### src/rtl/or1200_sha3_pad.sv
// SHA3 message padder: packs 32-bit message words into RATE_WORDS-word rate blocks,
// applies 0x06 ... 0x80 domain padding on the tail word and hands blocks downstream.
module or1200_sha3_pad #(
    parameter int RATE_WORDS = 18
) (
    input  logic                      clk,
    input  logic                      rst,
    input  logic                      in_valid,
    output logic                      in_ready,
    input  logic                      in_head,
    input  logic                      in_tail,
    input  logic [31:0]               in_data,
    input  logic [1:0]                in_nbytes,
    output logic                      blk_valid,
    input  logic                      blk_ready,
    output logic [32*RATE_WORDS-1:0]  blk_data,
    output logic                      blk_first,
    output logic                      blk_last,
    output logic                      proto_err
);

    localparam int BW  = 32 * RATE_WORDS;
    localparam int WCW = $clog2(RATE_WORDS + 1);
    localparam int BIW = $clog2(BW);

    // Handshakes: a word moves when in_valid && in_ready; a block moves when
    // blk_valid && blk_ready. Offered data must stay stable until it moves.
    typedef enum logic [1:0] {
        S_IDLE = 2'd0,
        S_FILL = 2'd1,
        S_OUT  = 2'd2
    } state_t;

    state_t           state_q, state_d;
    logic [WCW-1:0]   wcnt_q, wcnt_d;
    logic [BW-1:0]    buf_q, buf_d;
    logic             first_q, first_d;
    logic             last_q, last_d;
    logic             perr_q, perr_d;

    logic             do_start, do_store, do_tail;
    logic [WCW-1:0]   w;
    logic [BIW-1:0]   base;
    logic [31:0]      keep, tw;

    always_comb begin
        state_d  = state_q;
        wcnt_d   = wcnt_q;
        buf_d    = buf_q;
        first_d  = first_q;
        last_d   = last_q;
        perr_d   = perr_q;
        do_start = 1'b0;
        do_store = 1'b0;
        do_tail  = 1'b0;
        w        = wcnt_q;
        base     = '0;
        keep     = '0;
        tw       = '0;

        unique case (state_q)
            S_IDLE: begin
                if (in_valid) begin
                    if (in_head) do_start = 1'b1;
                    else         perr_d   = 1'b1;
                end
            end
            S_FILL: begin
                if (in_valid) begin
                    if (in_head) begin
                        do_start = 1'b1;
                        perr_d   = 1'b1;
                    end else if (in_tail) begin
                        do_tail = 1'b1;
                    end else begin
                        do_store = 1'b1;
                    end
                end
            end
            S_OUT: begin
                if (blk_ready) begin
                    buf_d  = '0;
                    last_d = 1'b0;
                    if (last_q) begin
                        state_d = S_IDLE;
                    end else begin
                        state_d = S_FILL;
                        wcnt_d  = '0;
                        first_d = 1'b0;
                    end
                end
            end
            default: state_d = S_IDLE;
        endcase

        // A head word with in_tail set is a head followed by a tail reusing the same word.
        if (do_start) begin
            buf_d            = '0;
            buf_d[BW-1 -: 32] = in_data;
            w                = WCW'(1);
            first_d          = 1'b1;
            last_d           = 1'b0;
            state_d          = S_FILL;
            do_tail          = in_tail;
        end

        if (do_store) begin
            base              = BIW'(BW - 1 - 32 * int'(w));
            buf_d[base -: 32] = in_data;
            w                 = w + WCW'(1);
        end

        if (do_tail) begin
            unique case (in_nbytes)
                2'd0:    keep = 32'h0000_0000;
                2'd1:    keep = 32'hFF00_0000;
                2'd2:    keep = 32'hFFFF_0000;
                default: keep = 32'hFFFF_FF00;
            endcase
            // The 0x06 byte always lands inside the tail word since in_nbytes <= 3.
            tw                = (in_data & keep) | (32'h0600_0000 >> {in_nbytes, 3'b000});
            base              = BIW'(BW - 1 - 32 * int'(w));
            buf_d[base -: 32] = tw;
            buf_d[7:0]        = buf_d[7:0] | 8'h80;
            last_d            = 1'b1;
            state_d           = S_OUT;
        end else if ((do_start || do_store) && (w == WCW'(RATE_WORDS))) begin
            last_d  = 1'b0;
            state_d = S_OUT;
        end

        if (do_start || do_store || do_tail) wcnt_d = w;
    end

    always_ff @(posedge clk or posedge rst) begin
        if (rst) begin
            state_q <= S_IDLE;
            wcnt_q  <= '0;
            buf_q   <= '0;
            first_q <= 1'b0;
            last_q  <= 1'b0;
            perr_q  <= 1'b0;
        end else begin
            state_q <= state_d;
            wcnt_q  <= wcnt_d;
            buf_q   <= buf_d;
            first_q <= first_d;
            last_q  <= last_d;
            perr_q  <= perr_d;
        end
    end

    assign in_ready  = !rst && (state_q != S_OUT);
    assign blk_valid = (state_q == S_OUT);
    assign blk_data  = buf_q;
    assign blk_first = first_q && blk_valid;
    assign blk_last  = last_q && blk_valid;
    assign proto_err = perr_q;

endmodule

### config.mk
export PLATFORM = sky130hd
export DESIGN_NAME = or1200_sha3_pad
export DESIGN_NICKNAME = d
export VERILOG_FILES = /design/src/rtl/or1200_sha3_pad.sv
export SDC_FILE = /design/constraint.sdc
export NUM_CORES = 2
export LEC_CHECK = 0
export CELL_PAD_IN_SITES_DETAIL_PLACEMENT = 1
export CELL_PAD_IN_SITES_GLOBAL_PLACEMENT = 1
export CORE_MARGIN = 5
export CORE_UTILIZATION = 39
export DETAILED_ROUTE_END_ITERATION = 8
export GPL_TIMING_DRIVEN = 0
export PLACE_DENSITY = 0.78
export REMOVE_ABC_BUFFERS = 1
export SLEW_MARGIN = 20
export SYNTH_ARGS = -nofsm -noshare
export SYNTH_HDL_FRONTEND = slang
export SYNTH_SLANG_ARGS = --single-unit
### constraint.sdc
create_clock -name clk -period 27.7 [get_ports clk]
set_input_delay 6.925 -clock clk [delete_from_list [all_inputs] [get_ports clk]]
set_output_delay 6.925 -clock clk [all_outputs]
set_load 0.03 [all_outputs]
==> results.txt <==
The distinct cell type count of the synthesized netlist is 81. The initial cell density of the core came out at 39.24%. The die is 278.0 um wide. Of the cells placed in the final design, the portion with a size suffix greater than 1 is 10.14%.

Of all flip-flops after synthesis, the portion carrying an async set or reset was 100.0%. The final worst-path setup slack is 12510 ps. The number of non-filler instances in the completed layout is 4336. The core box area came out at 71360 um2.

The slowest stage of the critical path is the clkdlybuf4s50_1 cell. The time the worst path needs with I/O delays and setup is 15190 ps. The peak clock frequency supported by timing is 65.84 MHz. The worst voltage drop across the vdd grid is 42.49 uV. The detailed-routing wirelength on met1 came out at 53.53 mm. The height of the die is 278.0 um.

In this run the tightest slew margin relative to its limit is 14.54%. The number of top-level pins is 621. The initial antenna violation count is 5.

The post-synthesis cell type with the largest combined area is dfrtp_1. The number of instances in the placed design came out at 4212. The fraction of the cycle the final worst path needs came out at 54.83%. The class of the worst hold path is reg2reg. The number of detailed-routing iterations run before antenna repair is 5. The transition time of the tightest slew-check pin came out at 1265 ps. The share of the synthesized area in the top cell type came out at 52.36%.

Counting instances, the worst hold path has a depth of 2. Setup repair after global routing left no endpoint under its margin. The first global-routing pass estimated 201.2 mm of wire. The leakage component of the power came out at 16.38 nW. The number of clock sinks came out at 586. The total overflow left after global routing is 0. The area added between synthesis and finish is 37.27%. For this run, the slowest stage of the critical path takes 690 ps. The worst register-to-register path has a depth of 10.

The run finished with clean final reports. Power spread over the standard cell area amounts to 68.56 nW/um2. Setup violations remaining at the end of the flow were counted as 0. The final count of pins violating max slew was 0. The smallest hold slack came out at 473.3 ps. The total of max-cap violations is 0.

STA classifies the critical path startpoint as an input pin. The overall routed net length came out at 137.4 mm. Once layout is complete, the utilization of the core stands at 53.87%.

The total of fill cells in the finished design is 7615. For this run, the leading register cell type out of synthesis is dfrtp_1. The number of buffer cells added on primary ports came out at 620. The floorplan step defined a die boundary enclosing 77260 um2. The gate count after technology mapping came out at 2857.

Walking the worst path, the cells encountered are clkdlybuf4s50_1, nor2_1, clkdlybuf4s50_1. The tree is rooted in a clkbuf_16. Counting instances in the post-synthesis netlist gives the leading cell types as dfrtp_1 (586), nand2_1 (314), a21oi_1 (269).

The routability congestion estimate came out at 0.9183. The length of routed met2 wiring came out at 64.57 mm. For this run, the number of Yosys warnings is 0. The worst-skew pair later-pin latency is 600 ps. TritonCTS built the clock tree. In the routed design, unresolved DRC markers number 0. The post-CTS setup buffer count came out at 0. The number of failing hold endpoints at the final stage was 0.

The data arrival time of the critical path is 8260 ps. The largest driver fanout on the critical path is 2. The level count of the clock H-tree is 3. The flip-flop and latch count after synthesis is 586.

The number of global-route vias before repair is 29843. The clock edge transition at the registers on the reported setup and hold paths came out at 60 ps. The average cell area after synthesis is 9.802 um2. Detailed routing placed a total of 11.10 mm of wire on met3. The residual antenna-violating net count after detailed routing is 0.

In this run the deepest clock path goes through 3 buffers. By area the synthesized netlist is led by dfrtp_1 (52%), mux2i_1 (5.2%), a21oi_1 (4.8%). The per-cell via count in the routed design is 6.515. The final route contains 28248 vias. The net total in the final layout is 3375. The worst setup path is captured at an output pin. The most common cell in the synthesized netlist is dfrtp_1. Signal routing reaches up to met5. The number of enable-type register cells in the synthesized netlist is 0. The number of buffers added to fix hold violations after cts is 0. The post-cts sizing count came out at 0. The final setup skew came out at 11.34 ps.

In the final routed layout, each cell accounts on average for 31.68 um. The required time at the endpoint of the critical path came out at 20770 ps. At the placement stage, the worst setup path has a slack of 12510 ps.

Once detailed placement completed, the half-perimeter wirelength came to 95.73 mm. The critical path is of the in2out type. The total standard cell area after synthesis is 28000 um2. The clock buffer count from CTS is 69. The most frequent cell on the critical path is clkdlybuf4s50_1. The standard-cell row count is 98. Global routing consumed, over all layers together, 33.87% of the routing resources. The largest net degree at the start of global routing is 108.

The share of the yosys chip area belonging to registers came out at 52.36%. After the first detailed-routing iteration, the DRC count stood at 2838.
## flip-flops by register name, summed over array words and instances, names as in the netlist
register and count:
first_q 1, proto_err 1, last_q 1, state_q 2
wcnt_q 5, blk_data 576
## area by class of cell
class | count | area [um2] | area share [%]
sequential | 586 | 14660 | 38.15
multi-input combinational | 1944 | 12390 | 32.22
timing repair buffer | 703 | 7772 | 20.22
clock buffer | 104 | 2081 | 5.413
tap | 950 | 1189 | 3.092
clock inverter | 17 | 225.2 | 0.5859
inverter | 29 | 116.4 | 0.3027
antenna | 3 | 7.507 | 0.01953
## routing by layer
metal | up-vias | global-route usage [%]
met4 | 2 | 17.22
met2 | 1706 | 55.25
met3 | 423 | 6.828
met5 | - | 0
li1 | 11548 | -
met1 | 14569 | 43.09
## final timing paths
kind	endpoint	start	slack, ps
worst max-delay path	in_ready	rst	12510
worst min-delay path	first_q	first_q	470
worst max register to register	blk_data[318]	state_q[1]	21890
worst min register to register	first_q	first_q	470
max in group asynchronous	blk_data[95]	rst	19220
min in group asynchronous	blk_data[558]	rst	6660
## worst max-delay path, delay by kind of cell
| family | cells | cell delay [ps] |
|---|---|---|
| buffers and inverters | 2 | 1200 |
| and+or+nand+nor | 1 | 140 |
## stage by stage
step / total power [mW] / TNS [ps] / cell area, um2
finish: 2.636 / 0 / 38440
CTS: 2.626 / 0 / 38390
detailed placement: 1.687 / 0 / 36080
global route: 2.709 / 0 / 38440
floorplan: 1.311 / 0 / 26750
global placement: 1.601 / -3441600 / 34140
## layout by cell type (no fill, tap or decap), types with 6 or more instances in the layout
cell type / netlist / layout
and3_1: 23 / 22
nand3_1: 164 / 156
a22oi_1: 16 / 16
clkinv_2: 0 / 6
and2_1: 12 / 11
o221ai_1: 7 / 6
a221o_1: 8 / 8
a22o_1: 151 / 151
clkbuf_16: 0 / 71
nand4_1: 60 / 60
inv_1: 27 / 26
nand3_2: 1 / 7
dfrtp_1: 586 / 586
nor2_1: 96 / 87
a211oi_1: 26 / 26
a31oi_1: 214 / 213
nand2b_1: 6 / 6
mux2_2: 24 / 24
buf_12: 0 / 6
clkdlybuf4s50_1: 0 / 614
mux2i_1: 145 / 145
or2_2: 13 / 13
buf_8: 0 / 7
buf_6: 1 / 10
nor3_1: 188 / 185
buf_4: 14 / 14
nor3_2: 11 / 11
buf_2: 61 / 11
o21ai_0: 64 / 62
clkbuf_1: 203 / 15
o211ai_1: 12 / 12
clkbuf_8: 0 / 18
a21oi_1: 269 / 265
buf_16: 0 / 41
nand2_1: 314 / 308
nor2_2: 4 / 9
## where the power goes
| part | switching [mW] | internal, mW |
|---|---|---|
| registers | 0.0481 | 0.909 |
| clock network | 0.387 | 0.557 |
| logic | 0.518 | 0.217 |
| total | 0.953 | 1.68 |
## kinds of logic after synthesis
kind of cell / synth area share (%)
fa+ha+maj: 0.08934
xor+xnor: 0.1430
compound gates: 20.49
simple gates: 15.90
mux: 6.148
flops: 52.36
buf+inv: 4.870
Power figures use the tool's default switching activity.
